$ cat config.mk
export PLATFORM = sky130hd
export DESIGN_NAME = conv3x3_mac
export DESIGN_NICKNAME = d
export VERILOG_FILES = /design/src/rtl/conv3x3_mac_pkg.sv /design/src/rtl/conv3x3_mac_row_sum.sv /design/src/rtl/conv3x3_mac.sv
export SDC_FILE = /design/constraint.sdc
export NUM_CORES = 2
export LEC_CHECK = 0
export CORE_MARGIN = 5
export CORE_UTILIZATION = 27
export CTS_CLUSTER_DIAMETER = 50
export CTS_CLUSTER_SIZE = 14
export DETAILED_ROUTE_END_ITERATION = 8
export PLACE_DENSITY_LB_ADDON = 0.15
export SYNTH_ARGS = -nofsm -noshare
export SYNTH_HDL_FRONTEND = slang
export SYNTH_HIERARCHICAL = 1
export SYNTH_SLANG_ARGS = --single-unit
$ cat constraint.sdc
create_clock -name clk -period 4.4 [get_ports clk]
set_clock_uncertainty 0.05 [all_clocks]
set_input_delay 1.1 -clock clk [delete_from_list [all_inputs] [get_ports clk]]
set_output_delay 1.1 -clock clk [all_outputs]
set_load 0.05 [all_outputs]
$ cat src/rtl/conv3x3_mac_pkg.sv
// Shared constants and types for the 3x3 convolution MAC: kernel geometry,
// pipeline depth, weight address map and the per-window control bundle.
package conv3x3_mac_pkg;

  localparam int KERNEL_SIZE = 3;
  localparam int TAPS        = KERNEL_SIZE * KERNEL_SIZE;
  localparam int PIPE_DEPTH  = 4;
  localparam int W_ADDR_W    = 4;
  localparam int SHIFT_W     = 4;

  localparam int ROW_BOT = 0;
  localparam int ROW_MID = 1;
  localparam int ROW_TOP = 2;

  // Weight/tap address: row 2 is the top row of the window.
  function automatic int tap_addr(input int row, input int col);
    return KERNEL_SIZE * row + col;
  endfunction

  typedef struct packed {
    logic [SHIFT_W-1:0] shift;
    logic               relu_en;
  } ctl_t;

endpackage

$ cat src/rtl/conv3x3_mac_row_sum.sv
// Adds the three sign-extended tap products of one kernel row.
module conv_row_sum
  import conv3x3_mac_pkg::*;
#(
  parameter int ACC_WIDTH = 20
) (
  input  logic signed [ACC_WIDTH-1:0] prod_i [KERNEL_SIZE],
  output logic signed [ACC_WIDTH-1:0] sum_o
);

  always_comb begin
    sum_o = '0;
    for (int c = 0; c < KERNEL_SIZE; c++) begin
      sum_o = sum_o + prod_i[c];
    end
  end

endmodule

$ cat src/rtl/conv3x3_mac.sv
// 3x3 signed convolution MAC: products, row sums, total+bias, then
// round/shift/ReLU/saturate into the output register; one global stall.
module conv3x3_mac
  import conv3x3_mac_pkg::*;
#(
  parameter int WIDTH     = 8,
  parameter int ACC_WIDTH = 2 * WIDTH + 4
) (
  input  logic                   clk,
  input  logic                   rst,
  input  logic [3*WIDTH-1:0]     win2,
  input  logic [3*WIDTH-1:0]     win1,
  input  logic [3*WIDTH-1:0]     win0,
  input  logic                   win_valid,
  output logic                   win_ready,
  input  logic                   w_wen,
  input  logic [W_ADDR_W-1:0]    w_addr,
  input  logic [WIDTH-1:0]       w_data,
  input  logic [ACC_WIDTH-1:0]   bias,
  input  logic [SHIFT_W-1:0]     shift,
  input  logic                   relu_en,
  output logic [WIDTH-1:0]       out_data,
  output logic                   out_valid,
  input  logic                   out_ready,
  output logic                   busy
);

  // Two guard bits: three row sums plus a full-range bias plus the rounding
  // term cannot overflow.
  localparam int TOT_W = ACC_WIDTH + 2;
  localparam logic signed [TOT_W-1:0] SAT_MAX = TOT_W'((1 << (WIDTH - 1)) - 1);
  localparam logic signed [TOT_W-1:0] SAT_MIN = ~SAT_MAX;

  function automatic logic signed [TOT_W-1:0] sx_tot(input logic signed [ACC_WIDTH-1:0] v);
    return {{(TOT_W - ACC_WIDTH){v[ACC_WIDTH-1]}}, v};
  endfunction

  function automatic logic signed [ACC_WIDTH-1:0] sx_acc(input logic [WIDTH-1:0] v);
    return {{(ACC_WIDTH - WIDTH){v[WIDTH-1]}}, v};
  endfunction

  logic adv, accept;

  logic [WIDTH-1:0]            weight_q [TAPS];
  logic [WIDTH-1:0]            pix      [TAPS];
  logic signed [ACC_WIDTH-1:0] prod_d   [TAPS];
  logic signed [ACC_WIDTH-1:0] prod_q   [TAPS];
  logic signed [ACC_WIDTH-1:0] row_d    [KERNEL_SIZE];
  logic signed [ACC_WIDTH-1:0] row_q    [KERNEL_SIZE];
  logic signed [ACC_WIDTH-1:0] bias1_q, bias2_q;
  logic signed [TOT_W-1:0]     tot_d, tot_q;
  ctl_t                        ctl1_q, ctl2_q, ctl3_q;
  logic [PIPE_DEPTH-2:0]       sv_q;
  logic [WIDTH-1:0]            out_data_d, out_data_q;
  logic                        out_valid_q;

  logic signed [TOT_W-1:0] rnd, rounded, shifted, clamped;

  assign adv       = !out_valid_q || out_ready;
  assign accept    = win_valid && adv;
  assign win_ready = adv;
  assign out_data  = out_data_q;
  assign out_valid = out_valid_q;
  assign busy      = (|sv_q) || out_valid_q;

  always_comb begin
    for (int c = 0; c < KERNEL_SIZE; c++) begin
      pix[tap_addr(ROW_TOP, c)] = win2[c*WIDTH +: WIDTH];
      pix[tap_addr(ROW_MID, c)] = win1[c*WIDTH +: WIDTH];
      pix[tap_addr(ROW_BOT, c)] = win0[c*WIDTH +: WIDTH];
    end
  end

  // Low ACC_WIDTH bits of the product of two sign-extended operands are the
  // exact signed product, which always fits.
  always_comb begin
    for (int i = 0; i < TAPS; i++) begin
      prod_d[i] = sx_acc(pix[i]) * sx_acc(weight_q[i]);
    end
  end

  for (genvar r = 0; r < KERNEL_SIZE; r++) begin : g_row
    logic signed [ACC_WIDTH-1:0] row_prod [KERNEL_SIZE];
    for (genvar c = 0; c < KERNEL_SIZE; c++) begin : g_tap
      assign row_prod[c] = prod_q[KERNEL_SIZE*r + c];
    end
    conv_row_sum #(.ACC_WIDTH(ACC_WIDTH)) u_row_sum (
      .prod_i (row_prod),
      .sum_o  (row_d[r])
    );
  end

  assign tot_d = sx_tot(row_q[0]) + sx_tot(row_q[1]) + sx_tot(row_q[2]) + sx_tot(bias2_q);

  always_comb begin
    rnd = '0;
    if (ctl3_q.shift != '0) rnd[ctl3_q.shift - 1'b1] = 1'b1;
    rounded = tot_q + rnd;
    shifted = rounded >>> ctl3_q.shift;
    clamped = (ctl3_q.relu_en && shifted[TOT_W-1]) ? '0 : shifted;
    if (clamped > SAT_MAX)      out_data_d = SAT_MAX[WIDTH-1:0];
    else if (clamped < SAT_MIN) out_data_d = SAT_MIN[WIDTH-1:0];
    else                        out_data_d = clamped[WIDTH-1:0];
  end

  // A window accepted in a write cycle still sees the old weight.
  always_ff @(posedge clk or negedge rst) begin
    if (!rst) begin
      for (int i = 0; i < TAPS; i++) weight_q[i] <= '0;
    end else if (w_wen && (w_addr < W_ADDR_W'(TAPS))) begin
      weight_q[w_addr] <= w_data;
    end
  end

  always_ff @(posedge clk or negedge rst) begin
    if (!rst) begin
      for (int i = 0; i < TAPS; i++) prod_q[i] <= '0;
      for (int r = 0; r < KERNEL_SIZE; r++) row_q[r] <= '0;
      bias1_q     <= '0;
      bias2_q     <= '0;
      tot_q       <= '0;
      ctl1_q      <= '0;
      ctl2_q      <= '0;
      ctl3_q      <= '0;
      sv_q        <= '0;
      out_data_q  <= '0;
      out_valid_q <= 1'b0;
    end else if (adv) begin
      prod_q      <= prod_d;
      bias1_q     <= bias;
      ctl1_q      <= '{shift: shift, relu_en: relu_en};
      row_q       <= row_d;
      bias2_q     <= bias1_q;
      ctl2_q      <= ctl1_q;
      tot_q       <= tot_d;
      ctl3_q      <= ctl2_q;
      sv_q        <= {sv_q[PIPE_DEPTH-3:0], accept};
      out_valid_q <= sv_q[PIPE_DEPTH-2];
      if (sv_q[PIPE_DEPTH-2]) out_data_q <= out_data_d;
    end
  end

endmodule

* After elaboration in Yosys (flattened, before gate mapping)
Cells that the tools add are included.
Storage, ports and cells: output and inout port bits 11, flip-flop bits (word level) 401, word-level logic and storage cells 82, bits of input ports 114
Cells by class: bitwise gates (word level) 1, mux-type cells 9, shift operators 1, reductions and logical operators 11, magnitude comparators 7, multiply operators 9, add/subtract/negate cells 11
Operator list (number):
- $mul 8x8->16 | 9
- $add 20x20->20 | 6
- $bwmux 72 | 1
- $demux 8 s4 | 1
- $mux 8 | 3
- $add 21x20->22 | 1
- $add 22x20->22 | 1
- $add 22x22->22 | 1
- $gt 22x8->1 const B | 1
- $lt 22x8->1 const B | 1
- $mux 22 | 1
- $sshr 22x4->22 | 1
- $add 20x20->21 | 1
- $mux 16 | 1
- $lt 4x6->1 const B | 1
- $ge 5x5->1 const B | 1
- $logic_and 1x1->1 | 5
- $lt 5x1->1 const B | 1
- $not 4->5 | 1
- $demux 1 s4 | 1
- $ge 4x1->1 const B | 1
- $lt 4x4->1 const B | 1
- $reduce_bool 4->1 | 1
- $sub 4x1->4 const B | 1
- other kinds (5) | 6

* Depth between registers and ports, before layout
depth in word-level cells 13, gate-level depth with buffers 22, depth with buffers taken out 22

* Cells and area by module
Netlist, hierarchy kept.
By module, submodules not included:
- conv3x3_mac | sequential area each 9133.8 um^2, area an instance 38752.2 um^2, cells an instance 4137, instances 1
- conv_row_sum (g_row[0].u_row_sum ...) | sequential area each 0.0 um^2, area an instance 1388.8 um^2, cells an instance 163, instances 2
- conv_row_sum (g_row[2].u_row_sum) | sequential area each 0.0 um^2, area an instance 1377.6 um^2, cells an instance 162, instances 1

* Least setup slack after synthesis
OpenSTA, ideal clock, no wires.
path type input port to flip-flop, start point in win0[9], end point reg prod_q (netlist bit g_row[0].row_prod[34]), arrival 5040 ps, library setup time 135 ps, buffers on the path 0, setup slack -825 ps, data required time 4215 ps, stages 20, path through and2_1 fa_1 inv_1 fa_1 fa_1 fa_1 inv_1 ha_1 nor2b_1 o21ai_0 a21boi_0 o21ai_0 nand2_1 and2_1 o21ai_0 nand2b_1 a21o_1 a21oi_1 xor2_1 o21ai_0
On the way: word-level cells in the longest chain between the ends 1
RTL lines:
- start: declaration | RTL line conv3x3_mac.sv:13 | input logic [3*WIDTH-1:0] win0,
- $mul 8x8->16 | RTL line conv3x3_mac.sv:78 | prod_d[i] = sx_acc(pix[i]) * sx_acc(weight_q[i]);
- end signal: assignment | RTL line conv3x3_mac.sv:129 | prod_q <= prod_d;
- end: declaration | RTL line conv3x3_mac.sv:47 | logic signed [ACC_WIDTH-1:0] prod_q [TAPS];
Every way passes these cells. A chain may end at the register's enable or synchronous reset.

* Worst setup path in the final report
start point in win1[11], end point reg prod_q (netlist bit g_row[1].row_prod[34])
On the way: word-level cells in the longest chain between the ends 1
RTL lines:
- start: declaration | RTL line conv3x3_mac.sv:12 | input logic [3*WIDTH-1:0] win1,
- $mul 8x8->16 | RTL line conv3x3_mac.sv:78
Every way passes these cells.

==> results.md <==
* Worst Hold Class: reg2reg
* CTS H-tree lvls at 3
* Number of synthesized flops with an enable pin at 0
* Outcome: finished, violations left
* Area of the core at 158000 sq um
* Ys Warns at 6
* Hold Vio Cnt, Final at 0
* Ratio of cells with drive above 1 in the final layout at 0.309
* Hold wc startpoint: g_row[2].row_prod[0]
* Vias in the first global route at 36000
* Syn Std Cell Area at 42900 sq um
* Setup WS post-layout at -0.265 ns
* CTS clk-pin slew, worst paths at 0.05 ns
* Yosys reg bits at 365
* Post-DP HPWL at 96500 um
* R2r endpoint: g_row[1].row_prod[34]
* Met2 WL post-DR at 57900 um
* Syn Area/Cell at 9.28 sq um
* Final Critical Period at 4.67 ns
* Longest Clk Path Bufs at 3
* Fin crit share at 1.06
* Root buffer cell: clkbuf_16
* ANT nets after route at 0
* First-pass GRT wire length at 197000 um
* Largest net degree at the start of global routing at 179
* Cells after Synth at 4625
* Crit. End Element: flop
* DRT iter0 DRCs at 1451
* Via count at 33700
* Commonest non-fill, non-tap cells in the layout: 785 x nand2_1, 680 x buf_4, 562 x fa_1, 520 x inv_1, 333 x dfrtp_1
* Num rows at 146
* Area Growth Syn to Fin at 35.0%
* Final hold slack at 0.413 ns
* CP required at 4.85 ns
* Ports at 125
* Main synth FF type: dfrtp_1
* TritonCTS clock tree: built
* Distinct cells, synth at 87
* Detailed Routing Iterations Pass 1 at 5
* Final setup fails at 27
* R2R depth at 19
* Die footprint at 167000 sq um
* Reg2Reg Setup Slack at -0.18 ns
* WS Path Type: in2reg
* Layout Nets at 6526
* Routed length per instance at 16.0 um
* Hold EP: g_row[2].row_prod[0]
* Top Layer Used: met4
* Initial antenna violation count at 7
* CP Max Fanout at 4
* Max Slew Vio Count at 0
* R2R Path Start: weight_q[34]
* Final core occ at 0.366
* Seq/Total Area, Yosys at 0.213
* Number of buffers created by CTS at 77
* DR DRC count at 0
* Failing checks: negative setup slack
* GRT Overall Usage at 0.147
* RSZ-0062 raised after global routing: yes
* Port Buf Inserts at 124
* WHS Path Cells at 2
* Worst Tran Pin Value at 0.967 ns
* CP arrival at 5.11 ns
* Routed met1 length at 57400 um
* Initial Util at 0.271
* Setup WS pre-CTS at -1.49 ns
* Sink Count at 365
* Commonest non-fill, non-tap cell in the layout: nand2_1
* Worst skew pair latency at 0.67 ns
* Max-cap violations at 0
* Max Freq at 0.214 GHz
* Slew Limit Headroom at 0.355
* Via density at 4.44
* Crit start category: input pin
* Wire length on met3 at 3600 um
* Die Y at 409 um
* DRT Wirelength at 121000 um
* GPL Wtd Cong at 0.818
* Synth Net Count at 5688
* Die Span X at 409 um
* Grt total ovfl at 0
* Ys async rst share at 1.00
## metal layers
metal / GRT usage / vias to the layer above
met3: 0.0176 / 121
met4: 0.0376 / 0
met2: 0.246 / 352
li1: - / 16400
met1: 0.202 / 16800
met5: 0 / -
## critical path: stages
cell,delay (ns)
buf_8,0.10
buf_6,0.11
buf_12,0.12
and2_4,0.15
fa_1,0.48
ha_4,0.29
inv_2,0.04
fa_1,0.48
fa_1,0.51
inv_2,0.05
ha_4,0.22
nor2b_4,0.13
o21ai_2,0.17
a21boi_2,0.09
o21ai_1,0.13
nand2_1,0.09
and2_4,0.15
o21ai_2,0.12
nand2b_1,0.08
a21o_1,0.17
a21oi_2,0.13
xor2_1,0.15
o21ai_1,0.07
## final cells by class
type                            count  area [sq um]
Antenna cell                        2          5.00
Clock buffer                       87          2000
Clock inverter                     52           614
Fill cell                       16200        100000
Inverter                          631          2380
Multi-Input combinational cell   3511         33800
Sequential cell                   365          9170
Tap cell                         2072          2590
Timing Repair Buffer              877          7360
## cells in the mapped netlist, drive strengths merged, types with 7 or more instances
cell,instances,area share
and3,12,0.0018
inv,629,0.055
mux2i,26,0.0061
xnor2,134,0.027
a21boi,24,0.0043
fa,597,0.28
and2,355,0.052
nand2,811,0.071
nor2,202,0.018
mux2,76,0.020
buf,24,0.0027
a21o,37,0.0065
nand4,17,0.0025
a21oi,239,0.028
or3,11,0.0016
nand2b,98,0.014
a31oi,11,0.0020
nor3,34,0.0044
a211oi,29,0.0058
o21ai,142,0.017
o21a,14,0.0024
ha,352,0.10
o211ai,21,0.0037
dfrtp,365,0.21
a2bb2oi,7,0.0014
nand3,36,0.0042
clkbuf,94,0.0082
nor2b,25,0.0036
o2111ai,7,0.0016
o31ai,24,0.0042
xor2,85,0.017
## metrics by stage
step | TNS [ns] | instance area, sq um | cells
after floorplan | -14.59 | 43200 | 4625
after global placement | -90.83 | 51400 | 7320
after detailed placement | -93.14 | 51400 | 7320
after CTS | -4.69 | 56100 | 7567
after global routing | -9.03 | 57900 | 7595
final | -3.22 | 57900 | 7597
## cell families after synthesis
group                    Yosys count  share of synthesized area
AO/OA/AOI/OAI                    604                     0.0873
XOR/XNOR                         219                     0.0447
adder cells (fa/ha/maj)          949                      0.381
buffers and inverters            749                     0.0661
flip-flops                       365                      0.213
multiplexers                     107                     0.0286
other                              1                  0.0000874
AND/OR/NAND/NOR                 1631                      0.179
## registers in the layout, summed over array words and instances (netlist names), 5 cells and up
name,count
ctl1_q,5
out_data,8
tot_q,22
g_row.row_prod,144
row_q,60
weight_q,72
bias2_q,20
bias1_q,20
ctl3_q,5
ctl2_q,5
## worst max-delay path by stage
stage	start	to	slack [ns]	depth (start not counted)
after floorplan	win2[7]	g_row[2].row_prod[54]	-0.56	21
after detailed placement	win2[19]	g_row[2].row_prod[15]	-1.49	20
final	win1[11]	g_row[1].row_prod[34]	-0.27	23
after CTS	win0[1]	g_row[0].row_prod[54]	-0.29	22
after global placement	win2[19]	g_row[2].row_prod[15]	-1.47	20
after global routing	win1[11]	g_row[1].row_prod[34]	-0.47	23
## what timing repair did
action	4_1_cts	5_1_grt
cloned	0	0
pin swaps	336	376
setup endpoints to repair	78	65
gates resized for setup	709	416
setup buffers	120	45
hold buffers	0	0
Power is not shown: default switching activity piles up to over one toggle a cycle in this logic, so the estimate is an artifact.
